File: src/rtl/mm_stream_tx.sv
// ---------------------------------------------------------------------------
// mm_stream_tx
//   Transmitter side of the matrix-multiplier input stream. Holds two signed
//   8-bit operand matrices A and B (up to 4x4, row-major) loaded through a
//   simple write port. On start it streams A, a fixed idle gap, then B, one
//   element per cycle. It then follows the multiplier's busy handshake
//   (rise, then fall) and reports done. If busy never rises it aborts with
//   tout.
//
// Parameters
//   GAP      idle cycles between A's last element and B's first (1..7)
//   TIMEOUT  max WAIT_HI cycles before giving up on mm_busy rising
//
// Ports
//   i_clk, i_rst                 clock, synchronous active-high reset
//   i_wr_en/i_wr_sel/i_wr_addr/i_wr_data
//                                element write (IDLE only); sel 0=A, 1=B
//   i_a_rows/i_a_cols/i_b_rows/i_b_cols
//                                dimensions, sampled on an accepted start
//   i_start                      one-cycle transmit request (IDLE only)
//   i_mm_busy                    busy from the multiplier
//   o_in_data                    streamed element (0 outside SEND_A/SEND_B)
//   o_col_end                    last element of a row
//   o_row_end                    last element of the matrix
//   o_ready                      high in IDLE
//   o_done                       one-cycle pulse at end of transaction
//   o_err                        one-cycle pulse, illegal dims, nothing sent
//   o_tout                       pulse with o_done when busy never rose
//   o_dbg_state                  current FSM state, for observation
//
// Handshake: i_start is a single-cycle request honoured only while o_ready is
// high; it is never queued. The stream itself has no back-pressure: every
// cycle of SEND_A/SEND_B carries a valid element, and i_mm_busy is only
// looked at in WAIT_HI/WAIT_LO.
// ---------------------------------------------------------------------------
module mm_stream_tx #(
  parameter int GAP     = 2,
  parameter int TIMEOUT = 64
) (
  input  logic       i_clk,
  input  logic       i_rst,
  input  logic       i_wr_en,
  input  logic       i_wr_sel,
  input  logic [3:0] i_wr_addr,
  input  logic [7:0] i_wr_data,
  input  logic [2:0] i_a_rows,
  input  logic [2:0] i_a_cols,
  input  logic [2:0] i_b_rows,
  input  logic [2:0] i_b_cols,
  input  logic       i_start,
  input  logic       i_mm_busy,
  output logic [7:0] o_in_data,
  output logic       o_col_end,
  output logic       o_row_end,
  output logic       o_ready,
  output logic       o_done,
  output logic       o_err,
  output logic       o_tout,
  output logic [2:0] o_dbg_state
);

  // Shared counter for the gap and the busy-rise timeout; wide enough for
  // TIMEOUT and for GAP (<= 7).
  localparam int CW = $clog2(TIMEOUT + 1) + 1;

  typedef enum logic [2:0] {
    S_IDLE    = 3'd0,
    S_ERR     = 3'd1,
    S_SEND_A  = 3'd2,
    S_GAP     = 3'd3,
    S_SEND_B  = 3'd4,
    S_WAIT_HI = 3'd5,
    S_WAIT_LO = 3'd6,
    S_DONE    = 3'd7
  } state_t;

  // Operand storage; deliberately not reset so operands survive a reset.
  logic [7:0] r_mem_a [16];
  logic [7:0] r_mem_b [16];

  state_t        r_state;
  logic [2:0]    r_a_rows;
  logic [2:0]    r_a_cols;
  logic [2:0]    r_b_rows;
  logic [2:0]    r_b_cols;
  // Position of the element currently on the output.
  logic [1:0]    r_row;
  logic [1:0]    r_col;
  logic [CW-1:0] r_cnt;

  function automatic logic dim_bad(input logic [2:0] d);
    return (d == 3'd0) || (d > 3'd4);
  endfunction

  // Row-major index r*cols + c; with legal dims the maximum is 15.
  function automatic logic [3:0] elem_idx(input logic [1:0] r,
                                          input logic [2:0] cols,
                                          input logic [1:0] c);
    return ({2'b00, r} * {1'b0, cols}) + {2'b00, c};
  endfunction

  logic       w_dims_bad;
  logic [2:0] w_rows;
  logic [2:0] w_cols;
  logic       w_last_col;
  logic       w_last_elem;
  logic [1:0] w_nxt_row;
  logic [1:0] w_nxt_col;
  logic [3:0] w_nxt_idx;
  logic       w_nxt_col_end;
  logic       w_nxt_row_end;
  logic [7:0] w_nxt_data;
  logic [7:0] w_a0_data;
  logic       w_a0_col_end;
  logic       w_a0_row_end;
  logic       w_b0_col_end;
  logic       w_b0_row_end;

  assign w_dims_bad = dim_bad(i_a_rows) | dim_bad(i_a_cols) |
                      dim_bad(i_b_rows) | dim_bad(i_b_cols);

  // Sequencing for whichever matrix is being streamed now.
  always_comb begin
    w_rows        = (r_state == S_SEND_B) ? r_b_rows : r_a_rows;
    w_cols        = (r_state == S_SEND_B) ? r_b_cols : r_a_cols;
    w_last_col    = ({1'b0, r_col} == (w_cols - 3'd1));
    w_last_elem   = w_last_col && ({1'b0, r_row} == (w_rows - 3'd1));
    w_nxt_row     = w_last_col ? (r_row + 2'd1) : r_row;
    w_nxt_col     = w_last_col ? 2'd0 : (r_col + 2'd1);
    w_nxt_idx     = elem_idx(w_nxt_row, w_cols, w_nxt_col);
    w_nxt_col_end = ({1'b0, w_nxt_col} == (w_cols - 3'd1));
    w_nxt_row_end = w_nxt_col_end && ({1'b0, w_nxt_row} == (w_rows - 3'd1));
    w_nxt_data    = (r_state == S_SEND_B) ? r_mem_b[w_nxt_idx]
                                          : r_mem_a[w_nxt_idx];
  end

  // A[0] is registered on the same edge that accepts start. A write to A[0]
  // in that very cycle must be seen, so forward it around the memory.
  assign w_a0_data    = (i_wr_en && !i_wr_sel && (i_wr_addr == 4'd0))
                        ? i_wr_data : r_mem_a[0];
  assign w_a0_col_end = (i_a_cols == 3'd1);
  assign w_a0_row_end = (i_a_cols == 3'd1) && (i_a_rows == 3'd1);
  assign w_b0_col_end = (r_b_cols == 3'd1);
  assign w_b0_row_end = (r_b_cols == 3'd1) && (r_b_rows == 3'd1);

  assign o_dbg_state = r_state;

  // Operand writes, accepted only while idle.
  always_ff @(posedge i_clk) begin
    if (i_wr_en && (r_state == S_IDLE)) begin
      if (i_wr_sel) begin
        r_mem_b[i_wr_addr] <= i_wr_data;
      end else begin
        r_mem_a[i_wr_addr] <= i_wr_data;
      end
    end
  end

  // Main FSM. Outputs are registered alongside the state, so each output
  // value belongs to the state being entered.
  always_ff @(posedge i_clk) begin
    if (i_rst) begin
      r_state   <= S_IDLE;
      r_a_rows  <= 3'd0;
      r_a_cols  <= 3'd0;
      r_b_rows  <= 3'd0;
      r_b_cols  <= 3'd0;
      r_row     <= 2'd0;
      r_col     <= 2'd0;
      r_cnt     <= '0;
      o_in_data <= 8'd0;
      o_col_end <= 1'b0;
      o_row_end <= 1'b0;
      o_ready   <= 1'b1;
      o_done    <= 1'b0;
      o_err     <= 1'b0;
      o_tout    <= 1'b0;
    end else begin
      o_in_data <= 8'd0;
      o_col_end <= 1'b0;
      o_row_end <= 1'b0;
      o_ready   <= 1'b0;
      o_done    <= 1'b0;
      o_err     <= 1'b0;
      o_tout    <= 1'b0;

      case (r_state)
        S_IDLE: begin
          o_ready <= 1'b1;
          if (i_start) begin
            o_ready <= 1'b0;
            if (w_dims_bad) begin
              r_state <= S_ERR;
              o_err   <= 1'b1;
            end else begin
              r_state   <= S_SEND_A;
              r_a_rows  <= i_a_rows;
              r_a_cols  <= i_a_cols;
              r_b_rows  <= i_b_rows;
              r_b_cols  <= i_b_cols;
              r_row     <= 2'd0;
              r_col     <= 2'd0;
              o_in_data <= w_a0_data;
              o_col_end <= w_a0_col_end;
              o_row_end <= w_a0_row_end;
            end
          end
        end

        S_ERR: begin
          r_state <= S_IDLE;
          o_ready <= 1'b1;
        end

        S_SEND_A: begin
          if (w_last_elem) begin
            r_state <= S_GAP;
            r_cnt   <= CW'(1);
          end else begin
            r_row     <= w_nxt_row;
            r_col     <= w_nxt_col;
            o_in_data <= w_nxt_data;
            o_col_end <= w_nxt_col_end;
            o_row_end <= w_nxt_row_end;
          end
        end

        // r_cnt numbers the gap cycle being shown (1..GAP).
        S_GAP: begin
          if (r_cnt == CW'(GAP)) begin
            r_state   <= S_SEND_B;
            r_row     <= 2'd0;
            r_col     <= 2'd0;
            o_in_data <= r_mem_b[0];
            o_col_end <= w_b0_col_end;
            o_row_end <= w_b0_row_end;
          end else begin
            r_cnt <= r_cnt + CW'(1);
          end
        end

        S_SEND_B: begin
          if (w_last_elem) begin
            r_state <= S_WAIT_HI;
            r_cnt   <= CW'(1);
          end else begin
            r_row     <= w_nxt_row;
            r_col     <= w_nxt_col;
            o_in_data <= w_nxt_data;
            o_col_end <= w_nxt_col_end;
            o_row_end <= w_nxt_row_end;
          end
        end

        // Busy seen in the last allowed cycle still counts as a rise.
        S_WAIT_HI: begin
          if (i_mm_busy) begin
            r_state <= S_WAIT_LO;
          end else if (r_cnt == CW'(TIMEOUT)) begin
            r_state <= S_DONE;
            o_done  <= 1'b1;
            o_tout  <= 1'b1;
          end else begin
            r_cnt <= r_cnt + CW'(1);
          end
        end

        S_WAIT_LO: begin
          if (!i_mm_busy) begin
            r_state <= S_DONE;
            o_done  <= 1'b1;
          end
        end

        S_DONE: begin
          r_state <= S_IDLE;
          o_ready <= 1'b1;
        end

        default: begin
          r_state <= S_IDLE;
          o_ready <= 1'b1;
        end
      endcase
    end
  end

endmodule

File: config.mk
export PLATFORM = sky130hd
export DESIGN_NAME = mm_stream_tx
export DESIGN_NICKNAME = d
export VERILOG_FILES = /design/src/rtl/mm_stream_tx.sv
export SDC_FILE = /design/constraint.sdc
export NUM_CORES = 1
export LEC_CHECK = 0
export BUFFER_PORTS_ARGS = -buffer_cell sky130_fd_sc_hd__buf_2
export CORE_MARGIN = 3
export CORE_UTILIZATION = 55
export DETAILED_ROUTE_END_ITERATION = 8
export PLACE_DENSITY = 0.81
export SYNTH_ARGS = -nofsm -noshare
export SYNTH_HDL_FRONTEND = slang
export SYNTH_SLANG_ARGS = --single-unit
export TNS_END_PERCENT = 100
File: constraint.sdc
create_clock -name i_clk -period 6.66 [get_ports i_clk]
set_input_delay 0.999 -clock i_clk [delete_from_list [all_inputs] [get_ports i_clk]]
set_output_delay 0.999 -clock i_clk [all_outputs]
set_load 0.02 [all_outputs]
# ---- Word level (Yosys, flattened, before mapping)
# Memory sizes are Yosys's and may differ from the RTL's.
# Cells that the tools add are included.
dict set report op_classes {
  add_sub_neg 6
  mul 1
  magnitude_cmp 4
  eq_ne 29
  muxes 55
  n_bitwise 7
  n_reduce_logical 28
}
# operator count
set op_table {}
lappend op_table {{$mux W8} 10}
lappend op_table {{$pmux W8 S3} 2}
lappend op_table {{$mux W3} 9}
lappend op_table {{$pmux W3 S7} 1}
lappend op_table {{$ne A2 B2 Y1 const B} 10}
lappend op_table {{$mux W1} 19}
lappend op_table {{$mux W2} 8}
lappend op_table {{$eq A3 B1 Y1 const B} 5}
lappend op_table {{$logic_not A3 Y1} 5}
lappend op_table {{$eq A2 B3 Y1} 4}
lappend op_table {{$eq A3 B3 Y1 const B} 4}
lappend op_table {{$gt A3 B3 Y1 const B} 4}
lappend op_table {{$pmux W2 S3} 2}
lappend op_table {{$reduce_and A5 Y1} 2}
lappend op_table {{$add A8 B1 Y8 const B} 1}
lappend op_table {{$eq A8 B2 Y1 const B} 1}
lappend op_table {{$eq A8 B7 Y1 const B} 1}
lappend op_table {{$logic_and A1 B1 Y1} 7}
lappend op_table {{$eq A3 B2 Y1 const B} 2}
lappend op_table {{$pmux W1 S3} 2}
lappend op_table {{$reduce_and A6 Y1} 1}
lappend op_table {{$reduce_bool A3 Y1} 2}
lappend op_table {{$reduce_or A2 Y1} 3}
lappend op_table {{$sub A3 B1 Y3 const B} 2}
lappend op_table {{other kinds (13)} 23}
dict set report word_totals {
  ff_bits 41
  ramBits 256
  input_bits 30
  output_inout_bits 17
  wordCells 147
  n_memories 2
}
# name depth width read_ports rd_clocked_by_memory_dff write_ports line_no
set mem_list {}
lappend mem_list {r_mem_a 16 8 2 0 1 78} ;# logic [7:0] r_mem_a [16];
lappend mem_list {r_mem_b 16 8 2 0 1 79} ;# logic [7:0] r_mem_b [16];

# ---- Logic depth before layout (Yosys ltp)
# Gate-level depths: netlist of the first run.
# An unclocked memory read counts as a cell.
dict set report logic_depth {
  ltp_word 11
  ltp_mapped 24
  mapped_depth_nobuf 20
}

# ---- Least setup slack after synthesis of the first run
# OpenSTA, ideal clock, no wires.
dict set report synth_timing {
  kind {register to register}
  start {reg r_state[0] (netlist: o_dbg_state[0])}
  end {reg o_in_data[4]}
  setup_time_ns 0.134
  arrival_ns 5.619
  required_ns 6.526
  path_slack_ns 0.907
  path_stages_with_launch 25
  n_path_buf 4
  period_less_slack_ns 5.753
  cell_sequence {dfxtp_1 -> buf_6 -> or3b_1 -> buf_6 -> mux2i_1 -> ha_1 -> xnor2_1 -> nor3_1 -> nand2_1 -> xnor2_1 -> or2_2 -> fa_1 -> inv_1 -> ha_1 -> inv_1 -> fa_1 -> xnor2_1 -> nor3_1 -> mux2_2 -> a31o_2 -> buf_2 -> clkbuf_1 -> mux2_2 -> a22oi_1 -> o211ai_1}
}
dict set report synth_via {
  elab_chain_cells 11
  word_cells_on_any_way 21
  classes_between {add/sub: 3; mul: 1; eq/ne: 5; mux: 7; reduce/logical: 3; memory: 2}
}
# item line_no
set synth_rtl {}
lappend synth_rtl {{start: declaration} 81} ;# state_t r_state;
lappend synth_rtl {{start signal: assignment} 163} ;# r_state <= S_IDLE;
lappend synth_rtl {{start signal: assignment} 193} ;# r_state <= S_ERR;
lappend synth_rtl {{start signal: assignment} 196} ;# r_state <= S_SEND_A;
lappend synth_rtl {{$eq A3 B3 Y1} --}
lappend synth_rtl {{$mux W3} 125} ;# w_cols = (r_state == S_SEND_B) ? r_b_cols : r_a_cols;
lappend synth_rtl {{$sub A3 B1 Y3} 126} ;# w_last_col = ({1'b0, r_col} == (w_cols - 3'd1));
lappend synth_rtl {{$eq A2 B3 Y1} 126}
lappend synth_rtl {{$mux W2} 128} ;# w_nxt_row = w_last_col ? (r_row + 2'd1) : r_row;
lappend synth_rtl {{$mul A2 B3 Y4} 99} ;# return ({2'b00, r} * {1'b0, cols}) + {2'b00, c};
lappend synth_rtl {{$add A4 B2 Y4} 99}
lappend synth_rtl {{$mem_v2 Z16 W8 (on tied branches)} --}
lappend synth_rtl {{$mux W8} 133} ;# w_nxt_data = (r_state == S_SEND_B) ? r_mem_b[w_nxt_idx]
lappend synth_rtl {{$mux W8} {216, 243}}
lappend synth_rtl {{$pmux W8 S3 (*)} 187} ;# case (r_state)
lappend synth_rtl {{end signal: assignment} 203} ;# o_in_data <= w_a0_data;
lappend synth_rtl {{end signal: assignment} 222} ;# o_in_data <= w_nxt_data;
lappend synth_rtl {{end signal: assignment} 249} ;# o_in_data <= w_nxt_data;
lappend synth_rtl {{end: declaration} 52} ;# output logic [7:0] o_in_data,
# Mark *: on every way between the ends. The rest lies on a longest branch, timed or not.
# A chain may end at the register's enable or synchronous reset.

# ---- Worst setup path in the final report of the first run
# Same ends and word-level chain as after synthesis.

==> results of run 1 <==
## report_power, final
part	internal, uW	total, uW	switching [uW]
sequential	2060	2090	28.7
clock	916	1600	684
combinational	408	954	546
## worst max path at each step
stage                                start                 endpoint  slack (ns)  cells past startpoint
5_1_grt        o_dbg_state[0]$_SDFFE_PP0P_  o_in_data[4]$_SDFF_PP0_        0.16                     20
4_1_cts        o_dbg_state[0]$_SDFFE_PP0P_  o_in_data[4]$_SDFF_PP0_        0.42                     20
3_3_place_gp   o_dbg_state[0]$_SDFFE_PP0P_  o_in_data[3]$_SDFF_PP0_        0.78                     20
6_report       o_dbg_state[0]$_SDFFE_PP0P_  o_in_data[4]$_SDFF_PP0_        0.58                     20
2_1_floorplan  o_dbg_state[0]$_SDFFE_PP0P_  o_in_data[4]$_SDFF_PP0_        0.91                     24
3_5_place_dp   o_dbg_state[0]$_SDFFE_PP0P_  o_in_data[1]$_SDFF_PP0_        0.50                     20
## registers in the layout (all words and copies together), names as in the netlist, 2 cells and up
| name | flops |
|---|---|
| r_b_cols | 3 |
| o_dbg_state | 3 |
| r_a_rows | 3 |
| r_mem_a | 128 |
| r_cnt | 8 |
| r_b_rows | 3 |
| r_mem_b | 128 |
| r_col | 2 |
| r_a_cols | 3 |
| o_in_data | 8 |
| r_row | 2 |
## cells by family (layout without fill, tap and decap cells)
kind of cell               count (synthesis)  in the layout  synth area share, %
and+or+nand+nor                          218            218                 7.93
DFF                                      297            297                 67.5
xor gates and xnor gates                  18             18                 1.25
muxes                                    106            106                 15.8
AOI/OAI and AO/OA                         87             87                 4.44
buffers and inverters                     49            117                 1.73
adders and majority gates                 12             12                 1.31
## cells in the final DEF, fill, tap and decap left out, types with 4 or more instances in the layout
cell type and count:
a21oi_1 39, a22oi_1 10, and2_1 5, and3_1 6, buf_2 46, buf_4 8
clkbuf_1 5, clkbuf_16 29, clkinv_1 5, clkinv_2 8, dfxtp_1 41, edfxtp_1 256
ha_1 8, inv_1 10, mux2_2 17, mux2i_1 16, mux4_2 72, nand2_1 67
nand2b_1 11, nand3_1 10, nor2_1 78, nor2b_1 6, nor3_1 10, nor4_1 5
o211ai_1 8, o21ai_0 11, or2_2 4, or3_1 4, xnor2_1 12, xor2_1 6
## synth_stat cells, drive strengths merged (4+ instances only)
library cell / n / area, um^2
inv: 10 / 37.5
nor2b: 6 / 37.5
nor4: 6 / 43.8
ha: 10 / 125
or2: 4 / 25.0
clkbuf: 29 / 109
mux4: 72 / 1620
and3: 6 / 37.5
nor3: 11 / 55.1
nor2: 78 / 293
o21ai: 11 / 55.1
xor2: 6 / 52.6
nand3: 10 / 50.1
buf: 10 / 71.3
a22oi: 10 / 75.1
mux2i: 17 / 183
and2: 6 / 38.8
edfxtp: 256 / 7690
mux2: 17 / 191
dfxtp: 41 / 821
a21oi: 39 / 195
nand2b: 11 / 68.8
nand2: 67 / 251
or3: 4 / 25.0
o211ai: 8 / 60.1
xnor2: 12 / 105
## metal layers
layer  GRT usage (%)  part of all wire (%)  routed length [um]  vias to the layer above
met2            38.8                    49               14000                      372
met3            4.56                   8.9                2530                       70
met5               0                     0                   0                        -
met1            32.0                    39               11000                     3574
met4            7.27                   3.3                 938                        0
li1                -                     -                   -                     3155
## final cells by class
type / count / share of cell area [%]
tap: 280 / 2.50
inverter: 10 / 0.267
timing repair buffer: 55 / 2.21
multi-input combinational: 441 / 27.8
clock inverter: 18 / 1.26
clock buffer: 34 / 5.30
sequential: 297 / 60.6
## worst register-to-register path, cell delays in order (launching register included)
cell and delay [ns]:
dfxtp_1 0.31, or3b_1 0.60, mux2i_1 0.46, ha_1 0.37, xnor2_1 0.21, nor3_1 0.50
nand2_1 0.17, xnor2_1 0.17, or2_2 0.29, fa_1 0.45, inv_1 0.07, ha_2 0.15
inv_1 0.05, fa_1 0.43, xnor2_1 0.29, nor3_1 0.09, mux2_2 0.28, a31o_4 0.33
mux4_2 0.49, nand2_1 0.10, o211ai_1 0.11
## what timing repair did
action	CTS	global route
hold buffers	0	0
endpoints found under the hold margin	0	0
buffers inserted	0	0
resized for setup	0	1
endpoints found under the setup margin	0	8
## per-stage QoR
| step | hold slack (ns) | setup slack (ns) |
|---|---|---|
| after floorplan | 0.436 | 0.907 |
| after global placement | 0.441 | 0.780 |
| after detailed placement | 0.450 | 0.498 |
| after CTS | 0.460 | 0.423 |
| after global routing | 0.479 | 0.163 |
| final | 0.459 | 0.576 |
==> summary.md, run 1 <==
| Metric | Value |
|---|---|
| Row cnt | `54` |
| # nets final | `876` |
| Drt wl/cell | `25.1 um` |
| TritonCTS clock tree | `yes` |
| P&R area growth vs syn | `11.3%` |
| Die extent in y | `157 um` |
| Hold Crit Class | `flip-flop to flip-flop` |
| FF+latch area | `8510 um^2` |
| Hpwl dp | `17800 um` |
| Initial DRC count | `805` |
| CP Max Fanout | `24` |
| Setup Skew | `0.0107 ns` |
| Most used DFF post-synth | `edfxtp_1` |
| First-pass GRT wire length | `43500 um` |
| Final TNS setup | `0 ns` |
| Share of post-route cells with drive strength above 1 | `23.4%` |
| Power per Cell Area | `331 nW/um^2` |
| Startpoint Class | `flip-flop` |
| Syn Std Cell Area | `12600 um^2` |
| Slew Limit Fails | `0` |
| Worst hold stages | `2` |
| Placed insts | `1083` |
| Cell mode on critical path | `xnor2_1` |
| Distinct cell type count after synthesis | `54` |
| CTS Buf Count | `29` |
| CTS root buf | `clkbuf_16` |
| Vias in the first global route | `7153` |
| Post-synth EDFFs | `256` |
| CP delay by family, top | `simple AND/OR/NAND/NOR gates` |
| Gpl congestion | `0.849` |
| Max frequency | `0.164 GHz` |
| Worst Tran Pin Value | `1.16 ns` |
| Status | `completed` |
| Clock buffer depth | `3` |
| Non-Filler Instances | `1135` |
| Period utilization | `91.4%` |
| H-tree depth | `1` |
| Largest net degree at the start of global routing | `65` |
| R2R Path Start | `o_dbg_state[0]$_SDFFE_PP0P_` |
| CP endpoint kind | `flip-flop` |
| Async set-reset flop share out of synthesis | `0%` |
| Setup violators final | `0` |
| Crit path cell chain | `or3b_1 -> mux2i_1 -> ha_1 -> xnor2_1 -> nor3_1 -> nand2_1 -> xnor2_1 -> or2_2 -> fa_1 -> inv_1 -> ha_2 -> inv_1 -> fa_1 -> xnor2_1 -> nor3_1 -> mux2_2 -> a31o_4 -> mux4_2 -> nand2_1 -> o211ai_1` |
| Top-Level Pins | `47` |
| Fillers | `1542` |
| VDD IR max | `272 uV` |
| Worst hold start | `r_a_cols[1]$_SDFFE_PP0P_` |
| Fin crit period | `6.08 ns` |
| Critical Path RT | `7.09 ns` |
| Final hold vios | `0` |
| DRC | `0` |
| Number of buffers added on ports | `46` |
| Via count | `7171` |
| Cells after Synth | `787` |
| Total Power | `4640 uW` |
| Sequential area share after synthesis | `67.5%` |
| Post-Route WL | `28500 um` |
| GR Util All Layers | `23.5%` |
| Avg Cell Area, Syn | `16.0 um^2` |
| Max stage delay on crit path | `0.60 ns` |
| Clock Latency Late Sink | `0.56 ns` |
| Post-route cell area | `14000 um^2` |
| Cell Area, Placed | `13100 um^2` |
| Max Cap Viol | `0` |
| Util after Layout | `63.3%` |
| TritonRoute pass-1 iters | `5` |
| Syn nets | `829` |
| Core area | `22200 um^2` |
| Yosys reg bits | `297` |
| Multi-input gate area | `3910 um^2` |
| Worst R2R Path Depth | `20` |
| WP data arrival | `6.51 ns` |
| Leakage | `0.00456 uW` |
| Antenna cells | `0` |
| Die ar. | `24800 um^2` |
| RSZ-0062 raised after global routing | `no` |
| Post-DRT Antenna Nets | `0` |
| Hold endpoint | `r_a_cols[1]$_SDFFE_PP0P_` |
| CP max stage cell | `or3b_1` |
| Initial antenna violation count | `1` |
| R2R Setup Slk | `0.58 ns` |
| Register clock-pin slew on the reported worst setup and hold paths | `0.07 ns` |
| Critical path class | `flip-flop to flip-flop` |
| Worst reg2reg path endpoint | `o_in_data[4]$_SDFF_PP0_` |
| Synth warn | `0` |
| Routed vias/inst | `6.32` |
| Die W | `157 um` |
| Relative slew slack | `21.8%` |
| Initial Utilization | `56.9%` |
| GRT overflow | `0` |
| Num Clock Sinks | `297` |
| Worst path bufs/invs | `2` |
No activity file was read; power rests on OpenSTA's default activity.
==> run 2: changes to the inputs <==
Settings changed: PLACE_DENSITY 0.81 to default, PLACE_DENSITY_LB_ADDON from default to 0.15.
==> run 2 against run 1 <==
Power grew 1.9%. Maximum frequency grew 1.0%. Global-route usage shrank 0.65 points. Flip-flop and latch count is the same. Clock skew grew 0.0035 ns. Hold slack gained 0.00083 ns. Routed wire length shrank 4.1%. Critical path type unchanged. Largest power group unchanged.
==> summary.md, run 2 (same netlist as run 1, synthesis figures left out) <==
| Metric | Value |
|---|---|
| Status | `completed` |
| Worst reg2reg path endpoint | `o_in_data[5]$_SDFF_PP0_` |
| Initial antenna violation count | `3` |
| Setup repair bufs after CTS | `0` |
| Leakage | `0.00460 uW` |
| RSZ-0062 raised after global routing | `no` |
| WP data arrival | `6.44 ns` |
| Cell mode on critical path | `xnor2_1` |
| Hold Crit Class | `flip-flop to flip-flop` |
| Routed vias/inst | `6.20` |
| Relative slew slack | `32.8%` |
| Largest net degree at the start of global routing | `65` |
| Crit path from | `o_dbg_state[0]$_SDFFE_PP0P_` |
| Drt wl/cell | `24.0 um` |
| Core area | `22200 um^2` |
| Die W | `157 um` |
| Worst Tran Pin Value | `1.00 ns` |
| TritonRoute pass-1 iters | `5` |
| R2R Setup Slk | `0.64 ns` |
| Worst R2R Path Depth | `20` |
| Initial Utilization | `56.9%` |
| Hold endpoint | `r_a_rows[1]$_SDFFE_PP0P_` |
| Most common cell after layout, fill and taps aside | `edfxtp_1` |
| Critical Path RT | `7.08 ns` |
| Final hold vios | `0` |
| Power per Cell Area | `335 nW/um^2` |
| Startpoint Class | `flip-flop` |
| Gpl congestion | `0.859` |
| Initial DRC count | `620` |
| Slew Limit Fails | `0` |
| Post-Route WL | `27300 um` |
| Antenna cells | `0` |
| Hpwl dp | `17800 um` |
| Fin crit period | `6.02 ns` |
| DRC | `0` |
| Post-DRT Antenna Nets | `0` |
| Worst hold start | `r_a_rows[1]$_SDFFE_PP0P_` |
| GRT overflow | `0` |
| # nets final | `876` |
| Share of post-route cells with drive strength above 1 | `23.5%` |
| Clock buffer depth | `3` |
| Most frequent cells in the layout | `edfxtp_1 (256), nor2_1 (78), mux4_2 (72)` |
| Top-Level Pins | `47` |
| GR Util All Layers | `22.8%` |
| Worst hold stages | `2` |
| First-pass GRT wire length | `42300 um` |
| Via count | `7052` |
| Max Cap Viol | `0` |
| Cell Area, Placed | `13100 um^2` |
| Critical path class | `flip-flop to flip-flop` |
| P&R area growth vs syn | `12.2%` |
| Period utilization | `90.5%` |
| Setup Skew | `0.0142 ns` |
| Post-route cell area | `14100 um^2` |
| Register clock-pin slew on the reported worst setup and hold paths | `0.06 ns` |
| Clock Latency Late Sink | `0.56 ns` |
| Die ar. | `24800 um^2` |
| CTS Buf Count | `30` |
| Die extent in y | `157 um` |
| VDD IR max | `234 uV` |
| TritonCTS clock tree | `yes` |
| Number of buffers added on ports | `46` |
| H-tree depth | `1` |
| R2R Path Start | `o_dbg_state[0]$_SDFFE_PP0P_` |
| Max frequency | `0.166 GHz` |
| Fillers | `1546` |
| Vias in the first global route | `7103` |
| Final TNS setup | `0 ns` |
| CTS root buf | `clkbuf_16` |
| Crit path cell chain | `or3b_1 -> mux2i_1 -> ha_1 -> xnor2_1 -> nor3_1 -> nand2_1 -> xnor2_1 -> or2_2 -> fa_1 -> inv_1 -> ha_2 -> inv_1 -> fa_1 -> xnor2_1 -> nor3_1 -> mux2_2 -> a31o_2 -> mux2_2 -> a22oi_1 -> o211ai_1` |
| Top Registers | `r_mem_a: 128 flops, r_mem_b: 128 flops` |
| CP Max Fanout | `24` |
| CP endpoint kind | `flip-flop` |
| CP max stage cell | `a31o_2` |
| Num Clock Sinks | `297` |
| Max stage delay on crit path | `0.56 ns` |
| Setup violators final | `0` |
| Post-CTS Resized | `0` |
| CTS Hold Bufs | `0` |
| Row cnt | `54` |
-- run 2: worst max path at each step --
stage	end	slack [ns]	cells past startpoint
after floorplan	o_in_data[4]$_SDFF_PP0_	0.91	24
after detailed placement	o_in_data[5]$_SDFF_PP0_	0.62	20
after global placement	o_in_data[1]$_SDFF_PP0_	0.94	20
after CTS	o_in_data[5]$_SDFF_PP0_	0.62	20
after global routing	o_in_data[5]$_SDFF_PP0_	0.07	20
final	o_in_data[5]$_SDFF_PP0_	0.64	20
-- run 2: through the flow --
stage	util, %	total power [uW]	setup slack [ns]	instances	hold WS (ns)
global route	63.8	4910	0.0699	1138	0.498
CTS	63.8	4760	0.617	1138	0.461
global placement	59.1	3050	0.941	1082	0.445
floorplan	-	2780	0.907	787	0.436
finish	63.8	4730	0.636	1138	0.460
detailed placement	59.1	3060	0.619	1082	0.452
-- run 2: cell type report --
type,count,area (um^2),area share [%]
clock buffers,35,790,5.59
clock inverters,21,241,1.71
inverters,10,37.5,0.266
multi-input cells,441,3890,27.5
flip-flops and latches,297,8510,60.2
well taps,280,350,2.48
repair buffers,54,315,2.23
-- run 2: power by group --
| part | switching (uW) | total [uW] | internal (uW) |
|---|---|---|---|
| Combinational | 526 | 933 | 407 |
| Sequential | 27.3 | 2090 | 2060 |
| Clock | 700 | 1710 | 1010 |
| Total | 1250 | 4730 | 3480 |
-- run 2: worst max-delay path, delay by kind of cell, from the launching register on --
family	cells	cell delay, ns
and+or+nand+nor	5	1.59
adders and majority gates	4	1.40
muxes	3	0.99
AOI/OAI and AO/OA	3	0.90
xor gates and xnor gates	3	0.54
DFF	1	0.31
buffers and inverters	2	0.13
-- run 2: per-layer routing --
metal  GRT usage (%)  share of wire, %  vias to the layer above  wire length [um]
met5               0             0.095                        -                26
met4            5.00               1.9                        6               523
met3            4.18               6.7                       43              1840
met2            39.7                51                      283             14000
met1            30.5                40                     3565             10900
li1                -                 -                     3155                 -
==> run 3: changes to the inputs <==
Settings changed: CORE_UTILIZATION 55 to 50.
==> run 3 against run 2 <==
Final area is 0.41% higher. Critical path depth grew 1. Clock skew is 0.013 ns higher. First-iteration DRC count is 31% higher. Non-clock buffer count increased by 3. Global-route usage decreased by 1.9 points.
==> summary.md, run 3 (same netlist as run 1, synthesis figures left out) <==
| Metric | Value |
|---|---|
| Period utilization | `91.6%` |
| Setup Skew | `0.0275 ns` |
| Status | `completed` |
| GR Util All Layers | `20.9%` |
| Via count | `6990` |
| # nets final | `879` |
| CTS root buf | `clkbuf_16` |
| Clock buffer depth | `3` |
| Pre-CTS setup slack | `0.449 ns` |
| Final Hold Slack | `0.469 ns` |
| Largest net degree at the start of global routing | `65` |
| Util after Layout | `57.8%` |
| Critical Path RT | `7.07 ns` |
| P&R area growth vs syn | `12.6%` |
| Vias in the first global route | `7060` |
| Most frequent cells in the layout | `edfxtp_1 (256), nor2_1 (78), mux4_2 (72)` |
| Max Cap Viol | `0` |
| Initial DRC count | `810` |
| Core area | `24500 um^2` |
| Routed vias/inst | `5.89` |
| Relative slew slack | `28.1%` |
| H-tree depth | `1` |
| Initial antenna violation count | `0` |
| Slew Limit Fails | `0` |
| Fillers | `1865` |
| Die W | `165 um` |
| Clock Latency Late Sink | `0.57 ns` |
| Gpl congestion | `0.881` |
| Hold Crit Class | `flip-flop to flip-flop` |
| Worst Tran Pin Value | `1.07 ns` |
| Setup repair bufs after CTS | `0` |
| Die extent in y | `165 um` |
| DRC | `0` |
| RSZ-0062 raised after global routing | `no` |
| WP data arrival | `6.51 ns` |
| Final worst slack | `0.559 ns` |
| Final hold vios | `0` |
| Power per Cell Area | `334 nW/um^2` |
| First-pass GRT wire length | `42300 um` |
| CP Max Fanout | `24` |
| Total Power | `4730 uW` |
| TritonCTS clock tree | `yes` |
| TritonRoute pass-1 iters | `5` |
| Startpoint Class | `flip-flop` |
| Post-Route WL | `27600 um` |
| Final TNS setup | `0 ns` |
| VDD IR max | `270 uV` |
| Multi-input gate area | `3900 um^2` |
| Post-DRT Antenna Nets | `0` |
| Register clock-pin slew on the reported worst setup and hold paths | `0.06 ns` |
| Leakage | `0.00460 uW` |
| Hpwl dp | `18300 um` |
| CP endpoint kind | `flip-flop` |
| Num Clock Sinks | `297` |
| Number of buffers added on ports | `46` |
| Initial Utilization | `51.4%` |
| Top-Level Pins | `47` |
| CTS Buf Count | `30` |
| Die ar. | `27100 um^2` |
| Row cnt | `57` |
| Drt wl/cell | `23.2 um` |
| Max frequency | `0.164 GHz` |
| GRT overflow | `0` |
| FF+latch area | `8510 um^2` |
| Fin crit period | `6.10 ns` |
| Setup violators final | `0` |
| Most common cell after layout, fill and taps aside | `edfxtp_1` |
| Critical path class | `flip-flop to flip-flop` |
| Share of post-route cells with drive strength above 1 | `23.8%` |
| Top Registers | `r_mem_a: 128 flops, r_mem_b: 128 flops` |
## run 3: cell count changes in the layout (fill, tap and decap cells not counted), sizes merged
cell | before | now
buf | 54 | 57
clkinv | 14 | 11
clkbuf | 35 | 37
clkinvlp | 2 | 4
diode | 0 | 1
inv | 11 | 10
## run 3: power by group
group / switching, uW / total, uW / internal, uW
Combinational: 541 / 949 / 408
Clock: 700 / 1700 / 998
Sequential: 25.2 / 2090 / 2060
## run 3: worst paths after layout
check	cells past startpoint	endpoint	slack, ns	startpoint
setup / recovery	21	o_in_data[5]$_SDFF_PP0_	0.56	o_dbg_state[2]$_SDFFE_PP0P_
hold / removal	2	r_a_rows[2]$_SDFFE_PP0P_	0.47	r_a_rows[2]$_SDFFE_PP0P_
setup reg to reg	21	o_in_data[5]$_SDFF_PP0_	0.56	o_dbg_state[2]$_SDFFE_PP0P_
hold reg to reg	2	r_a_rows[2]$_SDFFE_PP0P_	0.47	r_a_rows[2]$_SDFFE_PP0P_
## run 3: critical path: stages (launching register included)
cell	delay, ns
dfxtp_1	0.31
buf_4	0.19
or3b_1	0.48
mux2i_1	0.46
ha_1	0.38
xnor2_1	0.21
nor3_1	0.50
nand2_1	0.13
xnor2_1	0.16
or2_2	0.30
fa_1	0.46
inv_1	0.08
ha_2	0.15
inv_1	0.05
fa_1	0.42
xnor2_1	0.27
nor3_1	0.09
mux2_2	0.28
a31o_4	0.33
mux2_2	0.32
a22oi_1	0.22
o211ai_1	0.14
## run 3: cell type report
type                       count  area share, %
timing repair buffer          57           2.29
clock buffer                  37           5.55
clock inverter                19           1.59
inverter                      10          0.264
multi-input combinational    441           27.5
antenna                        1         0.0176
sequential                   297           59.9
tap                          324           2.86
## run 3: metal layers
metal / vias to the layer above / GRT usage, % / part of all wire (%)
li1: 3160 / - / -
met2: 267 / 34.2 / 49
met5: - / 0 / 0
met4: 0 / 5.18 / 2.7
met3: 44 / 4.19 / 7.4
met1: 3519 / 29.1 / 41
## run 3: timing repair
action	4_1_cts	5_1_grt
hold buffers	0	0
setup endpoints to repair	0	8
gates resized for setup	0	1
## run 3: metrics by stage
step / instances / instance area [um^2]
finish: 1186 / 14200
global route: 1185 / 14200
CTS: 1185 / 14200
detailed placement: 1129 / 13200
global placement: 1129 / 13200
floorplan: 787 / 12600
